**config.mk**
```make
export PLATFORM = sky130hd
export DESIGN_NAME = margin_bram_loader
export DESIGN_NICKNAME = d
export VERILOG_FILES = /design/src/rtl/margin_bram_loader.sv
export SDC_FILE = /design/constraint.sdc
export NUM_CORES = 1
export LEC_CHECK = 0
export BUFFER_PORTS_ARGS = -buffer_cell sky130_fd_sc_hd__buf_4
export CAP_MARGIN = 40
export CORE_AREA = 2 2 284 174
export DETAILED_ROUTE_END_ITERATION = 8
export DIE_AREA = 0 0 286 176
export GPL_TIMING_DRIVEN = 0
export PLACE_DENSITY = 0.65
export SYNTH_ARGS = -nofsm -noshare
export SYNTH_HDL_FRONTEND = slang
export SYNTH_SLANG_ARGS = --single-unit
```
**constraint.sdc**
```tcl
create_clock -name clk -period 4.73 [get_ports clk]
set_input_delay 0.7095 -clock clk [delete_from_list [all_inputs] [get_ports clk]]
set_output_delay 0.7095 -clock clk [all_outputs]
set_load 0.1 [all_outputs]
```
**src/rtl/margin_bram_loader.sv**
```systemverilog
// Streams one frame of 32-bit words into BRAM port A as packed rows. Once the
// last row is written it kicks the margin controller and waits for that run
// to complete, then pulses Done and re-arms for the next frame.
module margin_bram_loader #(
    parameter int DATA_LENGTH   = 160,
    parameter int WORDS_PER_ROW = 8,
    parameter int ADDR_WIDTH    = 8
) (
    input  logic                         clk,
    input  logic                         rst_n,
    input  logic [31:0]                  s_tdata,
    input  logic                         s_tvalid,
    output logic                         s_tready,
    input  logic                         s_tlast,
    output logic [ADDR_WIDTH-1:0]        BramAddrA,
    output logic [32*WORDS_PER_ROW-1:0]  BramDinA,
    output logic                         BramEnA,
    output logic [4*WORDS_PER_ROW-1:0]   BramWeA,
    output logic                         Start,
    input  logic                         Ready,
    output logic                         Busy,
    output logic                         Done,
    output logic                         Err
);
    localparam int BEAT_W = (WORDS_PER_ROW > 1) ? $clog2(WORDS_PER_ROW) : 1;
    localparam logic [BEAT_W-1:0]     LAST_BEAT = BEAT_W'(WORDS_PER_ROW - 1);
    localparam logic [ADDR_WIDTH-1:0] LAST_ROW  = ADDR_WIDTH'(DATA_LENGTH - 1);

    typedef enum logic [2:0] {
        LOAD    = 3'd0,
        FLUSH   = 3'd1,
        KICK    = 3'd2,
        WAIT_LO = 3'd3,
        WAIT_HI = 3'd4
    } state_t;

    state_t                      state;
    state_t                      stateNext;
    logic [BEAT_W-1:0]           beatCnt;
    logic [ADDR_WIDTH-1:0]       rowCnt;
    logic [31:0]                 rowBuf [WORDS_PER_ROW];
    logic [32*WORDS_PER_ROW-1:0] packedRow;
    logic                        handshake;
    logic                        rowDone;
    logic                        frameDone;

    assign handshake = s_tvalid && s_tready;
    assign rowDone   = handshake && (beatCnt == LAST_BEAT);
    assign frameDone = rowDone && (rowCnt == LAST_ROW);

    // The beat being accepted right now is merged straight into the row so the
    // final beat does not need its own buffer slot before the write.
    generate
        for (genvar gi = 0; gi < WORDS_PER_ROW; gi++) begin : g_pack
            assign packedRow[32*gi +: 32] = (beatCnt == BEAT_W'(gi)) ? s_tdata : rowBuf[gi];
        end
    endgenerate

    // State register.
    always_ff @(posedge clk) begin
        if (!rst_n) begin
            state <= LOAD;
        end else begin
            state <= stateNext;
        end
    end

    // Next-state logic; an early tlast keeps us in LOAD (counters restart).
    always_comb begin
        stateNext = state;
        case (state)
            LOAD:    if (frameDone) stateNext = FLUSH;
            FLUSH:   stateNext = KICK;
            KICK:    if (Ready) stateNext = WAIT_LO;
            WAIT_LO: if (!Ready) stateNext = WAIT_HI;
            WAIT_HI: if (Ready) stateNext = LOAD;
            default: stateNext = LOAD;
        endcase
    end

    // Combinational outputs: stream ready, controller kick and busy flag.
    always_comb begin
        s_tready = (state == LOAD);
        Start    = (state == KICK) && Ready;
        Busy     = (state != LOAD) || (beatCnt != '0) || (rowCnt != '0);
    end

    // Beat staging for the row under construction; no reset needed.
    always_ff @(posedge clk) begin
        if (handshake && !rowDone) begin
            rowBuf[beatCnt] <= s_tdata;
        end
    end

    // Counters, registered BRAM write port, Done pulse and sticky Err.
    always_ff @(posedge clk) begin
        if (!rst_n) begin
            beatCnt   <= '0;
            rowCnt    <= '0;
            BramEnA   <= 1'b0;
            BramWeA   <= '0;
            BramAddrA <= '0;
            BramDinA  <= '0;
            Done      <= 1'b0;
            Err       <= 1'b0;
        end else begin
            BramEnA <= 1'b0;
            BramWeA <= '0;
            Done    <= 1'b0;

            if (state == WAIT_HI && Ready) begin
                Done    <= 1'b1;
                beatCnt <= '0;
                rowCnt  <= '0;
            end

            if (handshake) begin
                if (frameDone) begin
                    // Frame is length-delimited: a missing tlast is flagged
                    // but the last row is still written.
                    BramEnA   <= 1'b1;
                    BramWeA   <= '1;
                    BramAddrA <= rowCnt;
                    BramDinA  <= packedRow;
                    beatCnt   <= '0;
                    rowCnt    <= '0;
                    if (!s_tlast) begin
                        Err <= 1'b1;
                    end
                end else if (s_tlast) begin
                    // Short frame: drop the partial row and restart at row 0.
                    Err     <= 1'b1;
                    beatCnt <= '0;
                    rowCnt  <= '0;
                end else if (rowDone) begin
                    BramEnA   <= 1'b1;
                    BramWeA   <= '1;
                    BramAddrA <= rowCnt;
                    BramDinA  <= packedRow;
                    beatCnt   <= '0;
                    rowCnt    <= rowCnt + 1'b1;
                end else begin
                    beatCnt <= beatCnt + 1'b1;
                end
            end
        end
    end
endmodule

```
---- After elaboration in Yosys (flattened, before gate mapping) ----
Memories as Yosys holds them, arrays and structs flattened.
Index checks and enable logic that the tools add are counted.
W data, S select, Z words.
word-level totals
  register bits ........................... 313
  RAM bits ................................ 256
  input bits .............................. 37
  output and inout port bits .............. 302
  word-level logic and storage cells ...... 92
  memories kept ........................... 1
memories
  memory  words  width  rd ports  clocked after memory_dff  wr ports  line  text
  rowBuf  8      32     8         0                         1         41    logic [31:0] rowBuf [WORDS_PER_ROW];
operators by class
  add/subtract/negate cells ............... 2
  equality and inequality tests ........... 18
  multiplexer cells ....................... 41
  reduce and logical (&&, ||, !) cells .... 21
operator list
  kind                   number
  $mux W256              3
  $mux W32               11
  $mux W8                8
  $mux W3                9
  $eq A3 B3 Y1 const B   5
  $pmux W3 S5            1
  $eq A3 B2 Y1 const B   4
  $mux W1                9
  $add A8 B1 Y8 const B  1
  $eq A8 B8 Y1 const B   1
  $ne A2 B2 Y1 const B   4
  $reduce_bool A8 Y1     1
  $eq A3 B1 Y1 const B   2
  $logic_and A1 B1 Y1    6
  $logic_not A3 Y1       2
  $reduce_and A3 Y1      2
  $reduce_bool A2 Y1     3
  $reduce_bool A3 Y1     2
  $ne A2 B1 Y1 const B   2
  $reduce_and A4 Y1      1
  $add A3 B1 Y3 const B  1
  $logic_or A1 B1 Y1     2
  $reduce_and A2 Y1      1
  $logic_not A1 Y1       1

---- Logic depth before layout (Yosys ltp) ----
  depth in word-level cells ............... 7
  depth in mapped cells ................... 12

---- Worst setup path before layout ----
No wires, ideal clock.
  kind .................................... register to output
  start point ............................. reg state[0]
  end point ............................... out Busy
  arrival ................................. 4.273 ns
  path slack .............................. -0.253 ns
  cell stages (with the launch flop) ...... 4
  path through ............................ dfxtp_1 > clkbuf_1 > nor3_1 > nand4_1
between the ends
  cells in the longest elaborated chain, start to end .. 3
RTL lines
  item                              line  text
  from (decl)                       37    state_t state;
  from (signal assigned)            64    state <= stateNext;
  $reduce_bool A3 Y1                85    Busy = (state != LOAD) || (beatCnt != '0) || (rowCnt != '0);
  $logic_or A1 B1 Y1 (2 in series)  85
  to (decl)                         21    output logic Busy,
Every way passes these cells.

---- Worst setup path after layout ----
  start point ............................. reg state[0]
  end point ............................... reg BramDinA[200]
between the ends
  cells in the longest elaborated chain, start to end .. 6
  elaborated cells between the ends (all ways) .. 8
  those cells by class .................... eq/ne (1); mux (1); reduce/logical (6)
RTL lines
  item                                                                 line  text
  $logic_not A3 Y1 (*)                                                 83    s_tready = (state == LOAD);
  $logic_and A1 B1 Y1 (*)                                              47    assign handshake = s_tvalid && s_tready;
  $logic_and A1 B1 Y1                                                  48    assign rowDone = handshake && (beatCnt == LAST_BEAT);
  $logic_and A1 B1 Y1                                                  49    assign frameDone = rowDone && (rowCnt == LAST_ROW);
  $ne A2 B1 Y1 (no source line) or $reduce_bool A2 Y1 (tied branches)  n/a
  $reduce_and A3 Y1 (no source line)                                   n/a
  to (signal assigned)                                                 124   BramDinA <= packedRow;
  to (signal assigned)                                                 139   BramDinA <= packedRow;
  to (decl)                                                            16    output logic [32*WORDS_PER_ROW-1:0] BramDinA,
Mark *: on every way between the ends. The rest lies on a longest branch, timed or not.
A chain may end at the register's enable or synchronous reset.

==> flow_metrics.env <==
export IMPL_status="complete, no violations"
export IMPL_period_needed_ns=3.90
export IMPL_setup_tns_ns=0
export IMPL_grtUsageTotal=0.277
export IMPL_yosysUniqueCellTypes=46
export IMPL_syn_avg_cell_area_um2=12.1
export IMPL_rsz0062_at_grt="false"
export IMPL_ys_async_sr_fraction=0
export IMPL_min_path_type="in -> reg"
export IMPL_fmax_mhz=256
export IMPL_netlist_top_cells_area="edfxtp_1 36%, dfxtp_1 27%, mux2i_1 7.6%"
export IMPL_crit_type="reg -> reg"
export IMPL_synth_cells=1752
export IMPL_crit_family="simple AND/OR/NAND/NOR gates"
export IMPL_critPathLaunchType="flop"
export IMPL_worst_pin_slew_ns=0.966
export IMPL_yosysSeqAreaShare=0.628
export IMPL_hold_buffers=0
export IMPL_place_gp_congestion=0.862
export IMPL_arrival_ns=4.32
export IMPL_finalHoldViolCount=0
export IMPL_timing_slew_headroom=0.356
export IMPL_ir_worst_vdd_v=0.000241
export IMPL_syn_nets=1799
export IMPL_dpl_cell_count=2755
export IMPL_dpl_worst_slack_ns=0.730
export IMPL_antenna_found_initial=0
export IMPL_area_delta_synth_final_pct=25.3
export IMPL_path_buf_inv=4
export IMPL_clock_root_buffer="clkbuf_16"
export IMPL_cpPeakStageDelay_ns=0.81
export IMPL_first_iter_violations=1571
export IMPL_yosysWarnings=0
export IMPL_clock_latency_ns=0.57
export IMPL_synth_edf_count=256
export IMPL_rrSetupSlack_ns=0.83
export IMPL_cpMostUsedCell="buf_2"
export IMPL_timing_final_ws_setup_ns=0.826
export IMPL_drtAntennaViolNets=0
export IMPL_finalClockSkew_ns=0.0130
export IMPL_fin_cells=2848
export IMPL_io_pins=339
export IMPL_wl_per_cell_um=25.1
export IMPL_numCtsBuffers=49
export IMPL_finalCritPeriodShare=0.825
export IMPL_slowest_stage="nor4b_2"
export IMPL_cts_htree_levels=2
export IMPL_crit_required_ns=5.15
export IMPL_post_cts_buffers=0
export IMPL_synth_area_um2=21200
export IMPL_setup_viol=0
export IMPL_firstDrtPassIters=7
export IMPL_place_hpwl_mm=52.2
export IMPL_dieArea_um2=50300
export IMPL_die_h_um=176
export IMPL_power_leakage_nw=9.86
export IMPL_grt_pass1_wl_mm=102
export IMPL_synth_top_area_cell="edfxtp_1"
export IMPL_cap_violations=0
export IMPL_gr_total_overflow=0
export IMPL_initial_core_util=0.446
export IMPL_cts_clk_slew_worst_paths_ns=0.06
export IMPL_nNetsFinal=2214
export IMPL_grt_pass1_vias=15221
export IMPL_final_common_cell="buf_4"
export IMPL_synth_seq_cells=537
export IMPL_die_width_um=286
export IMPL_crit_fanout=10
export IMPL_powerDensity_nw_per_um2=351
export IMPL_cts_tree="yes"
export IMPL_post_cts_resized=0
export IMPL_cts_sinks=537
export IMPL_via_count=15944
export IMPL_synth_top_area_frac=0.363
export IMPL_synth_ff_type="dfxtp_1"
export IMPL_cts_root_to_sink_buffers=3
export IMPL_num_antenna_cells=0
export IMPL_drc=0
export IMPL_portBuffers=338
export IMPL_cp_cell_sequence="clkbuf_1 -> nor4b_2 -> nand2_1 -> or2_2 -> ha_1 -> nor3b_2 -> buf_4 -> buf_2 -> buf_2 -> a311oi_2"
export IMPL_via_per_inst=5.60
export IMPL_grt_max_degree=34
export IMPL_drv_slew=0
export IMPL_layout_common_cells="383 x buf_4, 281 x dfxtp_1, 268 x nor2_1"
export IMPL_routed_wl_mm=71.6
export IMPL_fp_coreArea_um2=47500
export IMPL_drive_gt1_frac=0.281
export IMPL_critPathCaptureType="flop"
export IMPL_num_rows=62
[per-stage QoR]
stage	power, W	cell area (um2)	hold WS [ns]	utilization
after floorplan	0.00519	21200	0.457	-
after detailed placement	0.00538	24900	0.451	0.525
after global placement	0.00536	24500	0.447	0.517
after CTS	0.00937	26600	0.320	0.559
after global routing	0.00957	26600	0.326	0.560
final	0.00933	26600	0.341	0.560
[where the power goes]
| part | total (W) | internal [W] | leakage [nW] | switching (W) |
|---|---|---|---|---|
| clock network | 0.00405 | 0.00228 | 0.797 | 0.00177 |
| logic | 0.000380 | 0.0000989 | 4.47 | 0.000281 |
| registers | 0.00491 | 0.00490 | 4.59 | 0.00000878 |
[registers in the layout (all words and copies together) (netlist names)]
name / flops
BramDinA: 256
rowBuf: 256
BramAddrA: 8
rowCnt: 8
beatCnt: 3
state: 3
BramWeA: 1
Done: 1
Err: 1
[cell usage after synthesis, types with 2 or more instances]
master,count
dfxtp_1,281
nor2_1,274
edfxtp_1,256
a211oi_1,162
mux2i_1,161
nand2_1,133
nand3_1,98
clkbuf_1,83
a311oi_2,75
buf_4,38
buf_1,33
buf_2,32
buf_6,22
a311oi_1,21
a21oi_1,10
ha_1,10
inv_1,8
nand4_1,7
nor3_1,6
a31oi_1,5
nor4_1,4
and2_1,3
and3_1,3
a41o_1,2
nand2b_1,2
nand3b_1,2
o21ai_0,2
[worst paths after layout]
| kind | cells past startpoint | end | start |
|---|---|---|---|
| setup reg to reg | 10 | BramDinA[200] | state[0] |
| setup / recovery | 10 | BramDinA[200] | state[0] |
| hold reg to reg | 2 | BramAddrA[1] | BramAddrA[1] |
| hold / removal | 2 | state[2] | Ready |
[area by class of cell]
| type | count | area, um2 |
|---|---|---|
| clock buffer | 69 | 1390 |
| multi-input combinational | 998 | 6780 |
| sequential | 537 | 13300 |
| clock inverter | 23 | 224 |
| timing repair buffer | 364 | 2890 |
| tap | 640 | 801 |
| fill | 4051 | 20900 |
| inverter | 9 | 33.8 |
| buffer | 208 | 1130 |
[cells by family after synthesis]
logic type / Yosys count / synth area share
compound gates: 286 / 0.128
simple gates: 541 / 0.107
buf+inv: 217 / 0.0548
fa+ha+maj: 10 / 0.00590
mux: 161 / 0.0760
flops: 537 / 0.628
[metal layers]
layer,vias up,global-route usage,share of wire
met3,121,0.0522,0.089
li1,7204,-,-
met4,0,0.0836,0.028
met1,7902,0.406,0.44
met2,717,0.415,0.44
met5,-,0,0
No activity file was read; power rests on OpenSTA's default activity.
